[src/rtl/match_collector.sv]
// match_collector
//   Turns the PE array's per-cycle 4-lane match window into absolute byte
//   positions (word_idx*4 + lane). Non-empty windows are buffered in a FIFO
//   and emitted one position per handshake, lowest position first. The block
//   also counts matched lanes and flags the end of the stream.
//
//   Build option: define MATCH_COUNT_EN to enable the saturating match counter.
//   Without it, match_count is tied to zero.
//
// Ports
//   clk          system clock, rising edge
//   reset        asynchronous active-low reset
//   start        pulse; starts a new stream from IDLE or DONE
//   win_in       match window, bit k = match ending at lane k
//   win_valid    win_in valid
//   win_last     last beat of the stream (qualified by win_valid)
//   win_ready    a beat is accepted this cycle
//   pos_out      byte position of the current match
//   pos_valid    pos_out valid (registered)
//   pos_ready    consumer accepts pos_out
//   match_count  matched lanes this stream, saturating
//   overflow     sticky, word index wrapped this stream
//   done         stream fully drained, held until the next start
module match_collector #(
  parameter int POS_W = 16,
  parameter int DEPTH = 8,
  parameter int CNT_W = 16
) (
  input  logic             clk,
  input  logic             reset,
  input  logic             start,
  input  logic [3:0]       win_in,
  input  logic             win_valid,
  input  logic             win_last,
  output logic             win_ready,
  output logic [POS_W-1:0] pos_out,
  output logic             pos_valid,
  input  logic             pos_ready,
  output logic [CNT_W-1:0] match_count,
  output logic             overflow,
  output logic             done
);

  localparam int IW = POS_W - 2;
  localparam int AW = $clog2(DEPTH);

  typedef enum logic [1:0] {S_IDLE, S_RUN, S_DRAIN, S_DONE} state_e;

  state_e           state_q, state_d;
  logic [IW-1:0]    widx_q, widx_d;
  logic             ovf_q, ovf_d;
  logic [IW-1:0]    mem_idx  [DEPTH];
  logic [3:0]       mem_mask [DEPTH];
  logic [AW-1:0]    wptr_q, wptr_d, rptr_q, rptr_d;
  logic [AW:0]      cnt_q, cnt_d;
  logic             full_q, full_d;
  logic [3:0]       ser_mask_q, ser_mask_d;
  logic [IW-1:0]    ser_idx_q, ser_idx_d;
  logic             pv_q, pv_d;
  logic [POS_W-1:0] pos_q, pos_d;

  logic       clear, accept, push, pop, fifo_empty;
  logic [3:0] rem;
  logic [1:0] lane_d;

  assign clear      = start && (state_q == S_IDLE || state_q == S_DONE);
  assign win_ready  = (state_q == S_RUN) && !full_q;
  assign accept     = win_valid && win_ready;
  assign push       = accept && (win_in != 4'd0);
  assign fifo_empty = (cnt_q == '0);

  always_comb begin
    state_d = state_q;
    case (state_q)
      S_IDLE:  if (start) state_d = S_RUN;
      S_RUN:   if (accept && win_last) state_d = S_DRAIN;
      S_DRAIN: if (fifo_empty && ser_mask_q == 4'd0) state_d = S_DONE;
      S_DONE:  if (start) state_d = S_RUN;
      default: state_d = S_IDLE;
    endcase
  end

  always_comb begin
    // Retire the presented lane first, so a mask that empties this cycle
    // can reload from the FIFO head with no bubble.
    rem = ser_mask_q;
    if (pv_q && pos_ready) rem = ser_mask_q & (ser_mask_q - 4'd1);

    pop        = 1'b0;
    ser_mask_d = rem;
    ser_idx_d  = ser_idx_q;
    if (rem == 4'd0 && !fifo_empty) begin
      pop        = 1'b1;
      ser_mask_d = mem_mask[rptr_q];
      ser_idx_d  = mem_idx[rptr_q];
    end

    if      (ser_mask_d[0]) lane_d = 2'd0;
    else if (ser_mask_d[1]) lane_d = 2'd1;
    else if (ser_mask_d[2]) lane_d = 2'd2;
    else if (ser_mask_d[3]) lane_d = 2'd3;
    else                    lane_d = 2'd0;

    pv_d   = (ser_mask_d != 4'd0);
    pos_d  = {ser_idx_d, lane_d};
    wptr_d = wptr_q + AW'(push);
    rptr_d = rptr_q + AW'(pop);
    cnt_d  = cnt_q + (AW+1)'(push) - (AW+1)'(pop);
    full_d = (cnt_d == (AW+1)'(DEPTH));
    widx_d = accept ? widx_q + IW'(1) : widx_q;
    ovf_d  = ovf_q || (accept && (&widx_q));

    if (clear) begin
      ser_mask_d = '0;
      ser_idx_d  = '0;
      pv_d       = 1'b0;
      pos_d      = '0;
      wptr_d     = '0;
      rptr_d     = '0;
      cnt_d      = '0;
      full_d     = 1'b0;
      widx_d     = '0;
      ovf_d      = 1'b0;
    end
  end

  always_ff @(posedge clk) begin
    if (push) begin
      mem_idx[wptr_q]  <= widx_q;
      mem_mask[wptr_q] <= win_in;
    end
  end

  always_ff @(posedge clk or negedge reset) begin
    if (!reset) begin
      state_q    <= S_IDLE;
      widx_q     <= '0;
      ovf_q      <= 1'b0;
      wptr_q     <= '0;
      rptr_q     <= '0;
      cnt_q      <= '0;
      full_q     <= 1'b0;
      ser_mask_q <= '0;
      ser_idx_q  <= '0;
      pv_q       <= 1'b0;
      pos_q      <= '0;
    end else begin
      state_q    <= state_d;
      widx_q     <= widx_d;
      ovf_q      <= ovf_d;
      wptr_q     <= wptr_d;
      rptr_q     <= rptr_d;
      cnt_q      <= cnt_d;
      full_q     <= full_d;
      ser_mask_q <= ser_mask_d;
      ser_idx_q  <= ser_idx_d;
      pv_q       <= pv_d;
      pos_q      <= pos_d;
    end
  end

`ifdef MATCH_COUNT_EN
  logic [CNT_W-1:0] mc_q, mc_d;
  logic [2:0]       popc;
  logic [CNT_W:0]   mc_sum;

  always_comb begin
    popc   = 3'(win_in[0]) + 3'(win_in[1]) + 3'(win_in[2]) + 3'(win_in[3]);
    mc_sum = {1'b0, mc_q} + (CNT_W+1)'(popc);
    mc_d   = mc_q;
    if (accept) mc_d = mc_sum[CNT_W] ? '1 : mc_sum[CNT_W-1:0];
    if (clear)  mc_d = '0;
  end

  always_ff @(posedge clk or negedge reset) begin
    if (!reset) mc_q <= '0;
    else        mc_q <= mc_d;
  end

  assign match_count = mc_q;
`else
  assign match_count = '0;
`endif

  assign pos_out   = pos_q;
  assign pos_valid = pv_q;
  assign overflow  = ovf_q;
  assign done      = (state_q == S_DONE);

endmodule

[config.mk]
export PLATFORM = sky130hd
export DESIGN_NAME = match_collector
export DESIGN_NICKNAME = d
export VERILOG_FILES = /design/src/rtl/match_collector.sv
export SDC_FILE = /design/constraint.sdc
export NUM_CORES = 1
export LEC_CHECK = 0
export ABC_AREA = 0
export ABC_CLOCK_PERIOD_IN_PS = 3200
export BUFFER_PORTS_ARGS = -buffer_cell sky130_fd_sc_hd__buf_2
export CAP_MARGIN = 10
export CORE_UTILIZATION = 55
export DETAILED_ROUTE_END_ITERATION = 10
export PLACE_DENSITY = 0.75
export SYNTH_ARGS = -nofsm -noshare
export SYNTH_HDL_FRONTEND = slang
export SYNTH_SLANG_ARGS = --single-unit
[constraint.sdc]
create_clock -name clk -period 3.2 [get_ports clk]
set_clock_uncertainty 0.15 [all_clocks]
set_input_delay 0.48 -clock clk [delete_from_list [all_inputs] [get_ports clk]]
set_output_delay 0.48 -clock clk [all_outputs]
set_load 0.005 [all_outputs]
==> run summary <==
The routed design has 15.0 mm of wire. The share of cells above drive strength 1 was 0.253. The initial antenna violation count is 0.

Using the TritonRoute via totals, the vias-per-cell ratio works out to 5.79. The first global-routing pass estimated 23.5 mm of wire. The proportion of power drawn by combinational gates was 0.320. At the pin with the least slew margin, the transition time is 720 ps. The tools report the maximum number of pins on one net before global-route repair as 30. The floorplan has 43 rows.

The area growth from synthesis to layout is 11.5%. In this run the mean area of a mapped cell was 17.3 µm². The run gives 15000 µm² as the full die area. The proportion of synthesized chip area in sequential cells is 0.696. The tree is rooted in a clkbuf_16. The number of DRC violations after detailed-routing iteration 0 is 308. TritonCTS built the clock tree. The count of input and output buffers works out to 29. In the layout the commonest cells are edfxtp_1, dfrtp_1, nor2_1. Overall power of the completed layout: 7.73 mW.

Fraction of power consumed by sequential logic: 0.434. The detail route stage leaves a number of antenna-violating nets equal to 0. After clock tree synthesis, the clock-pin slew on the worst setup and hold paths is 70 ps. The global-route usage over all layers came out at 0.225. Capturing element type of the critical path: a register.

The worst endpoint required time is 3360 ps, and the die outline height is 122 µm. The synthesized flop and latch total was 193. The logs give 0 for the count of pins over their slew limit and 9.42 mm for the post-detailed-placement half-perimeter wirelength. The dominant synthesized flop cell was edfxtp_1. Counting flops with a built-in enable in the synthesized netlist gives 144.

The power per cell area is 870 nW/µm². STA classifies the critical path startpoint as a register. For this design, the sink count on the clock tree is 193. After synthesis, the netlist uses 51 different library cells. The worst-path maximum fanout is 4. The core region is 14000 µm². The run finished with clean final reports. The logs give 537 for the number of nets in the layout and 0 for the total overflow reported by the global router. The logs give 17 for the number of buffers added by the clock tree synthesis step and 2 for the buffer depth of the longest clock path. The tools report the number of global-route vias before repair as 4277. Arrival time of the worst setup path: 3080 ps. In this run the worst hold path is classified as in2reg. CTS H-tree depth: 4. Final worst-path cycle share: 0.912. Synthesis produced 461 cells.

The cell-internal power is 5.29 mW, and the number of detailed-route iterations in the first pass is 5. The net switching fraction of the power is 0.316. The routed length per instance is 21.2 µm, and the total I/O pin count is 46. The headroom to the max-slew limit is 0.520.

The final count of negative-setup-slack endpoints is 0, and the highest achievable clock rate is 0.343 GHz. In the routed design, unresolved DRC markers number 0. The final RePlAce weighted congestion came out at 0.748.

The library cell used most frequently in the layout, excluding fill and tap cells, is edfxtp_1. The critical path is of the reg2reg type. Summed over all cells, the static leakage comes to 3.29 nW.

The final hold violation count is 0. The total of warnings raised by yosys was 0. Subtracting the final worst setup slack from the clock period gives 2920 ps.

The post-route setup TNS is 0 ps. Summed over all nets, the switching power comes to 2.45 mW. The run gives 0.575 mV as the worst voltage drop across the vdd grid.

Area of the mapped netlist: 7970 µm². The number of antenna diodes in the final layout is 0. For the initial core utilization, the log shows 0.570.

For the relative contribution of the clock network to total power, the log shows 0.246. Measured along the x axis, the die boundary spans 122 µm. Setup repair after global routing left no endpoint under its margin. The later pin in the worst-skew pair is clocked with a latency of 430 ps. The run gives 4087 as the via count. Across the run, the number of max-cap violations was 0. The share of flip-flops with an asynchronous set or reset after synthesis was 0.254.
[flip-flops by register name, indices dropped and copies added (netlist names), 2 cells and up]
signal,cells
rptr_q,3
cnt_q,4
widx_q,14
wptr_q,3
ser_mask_q,4
pos_out,16
mem_idx,112
state_q,2
mem_mask,32
[layer usage]
layer	up-vias	global-route usage	part of all wire
li1	1841	-	-
met1	2101	0.287	0.43
met2	129	0.377	0.51
met3	16	0.0641	0.053
met4	0	0.0640	0.014
met5	-	0	0
[final timing paths]
kind	start	endpoint	slack (ps)	cells after the start
min in group asynchronous	reset	widx_q[6]$_DFFE_PN0P_	290	2
max in group asynchronous	reset	rptr_q[0]$_DFF_PN0_	1960	3
hold reg to reg	overflow$_DFF_PN0_	overflow$_DFF_PN0_	360	2
hold / removal	win_in[0]	mem_mask[2][0]$_DFFE_PP_	210	1
setup / recovery	state_q[1]$_DFFE_PN0P_	full_q$_DFF_PN0_	280	13
setup reg to reg	state_q[1]$_DFFE_PN0P_	full_q$_DFF_PN0_	280	13
[layout make-up]
cell class / instances / area [µm²]
clock buffer: 24 / 452
clock inverter: 8 / 66.3
timing repair buffer: 53 / 340
fill: 997 / 5100
inverter: 11 / 41.3
sequential: 193 / 5550
tap: 180 / 225
multi-input combinational: 237 / 2220
[cell families after synthesis]
logic type	Yosys count	share of synthesized area
AND/OR/NAND/NOR	94	0.0588
AO/OA/AOI/OAI	42	0.0441
XOR/XNOR	15	0.0165
buffers and inverters	46	0.0344
adder cells (fa/ha/maj)	14	0.0229
flip-flops	193	0.696
other	1	0.000470
multiplexers	56	0.127
[cells in the mapped netlist, types with 6 or more instances]
master,number,area [µm²]
o21ai_0,7,35.0
buf_4,22,165
and2_1,7,43.8
clkbuf_1,7,26.3
mux2i_1,20,200
nor2_1,44,165
nand3_1,6,30.0
nand2_1,13,48.8
dfrtp_1,49,1230
xnor2_1,7,61.3
ha_1,13,163
a21oi_1,6,30.0
a211oi_1,10,75.1
mux4_2,36,811
edfxtp_1,144,4320
xor2_1,8,70.1
inv_1,11,41.3
[metrics by stage]
step | hold slack (ps) | worst slack, ps | area (µm²) | cells | utilization
after floorplan | 34.4 | 164 | 8040 | 476 | -
after global placement | 200 | 390 | 8360 | 673 | 0.598
after detailed placement | 204 | 283 | 8360 | 673 | 0.598
after CTS | 186 | 302 | 8890 | 706 | 0.636
after global routing | 192 | 72.5 | 8890 | 706 | 0.636
final | 208 | 282 | 8890 | 706 | 0.636
[worst max-delay path, stage by stage (launching register included)]
cell	delay, ps
dfrtp_1	410
inv_1	100
ha_1	200
nor2b_1	180
and2_1	190
o41a_1	220
inv_1	60
ha_1	280
inv_1	50
ha_1	160
inv_1	60
fa_1	370
xor2_1	180
and4b_1	170
[repair_timing]
| item | 4_1_cts | 5_1_grt |
|---|---|---|
| gates resized for setup | 0 | 0 |
| hold buffers | 1 | 0 |
| hold endpoints to repair | 6 | 0 |
| buffers inserted | 0 | 0 |
[power groups by stage]
stage	Clock, mW	Combinational (mW)	Sequential (mW)
2_1_floorplan	0	1.94	3.28
3_3_place_gp	0	2.38	3.39
3_5_place_dp	0	2.49	3.41
4_1_cts	1.94	2.51	3.36
5_1_grt	2.03	2.72	3.41
6_report	1.90	2.47	3.36
Note: power is estimated with default switching activity, not from simulation.
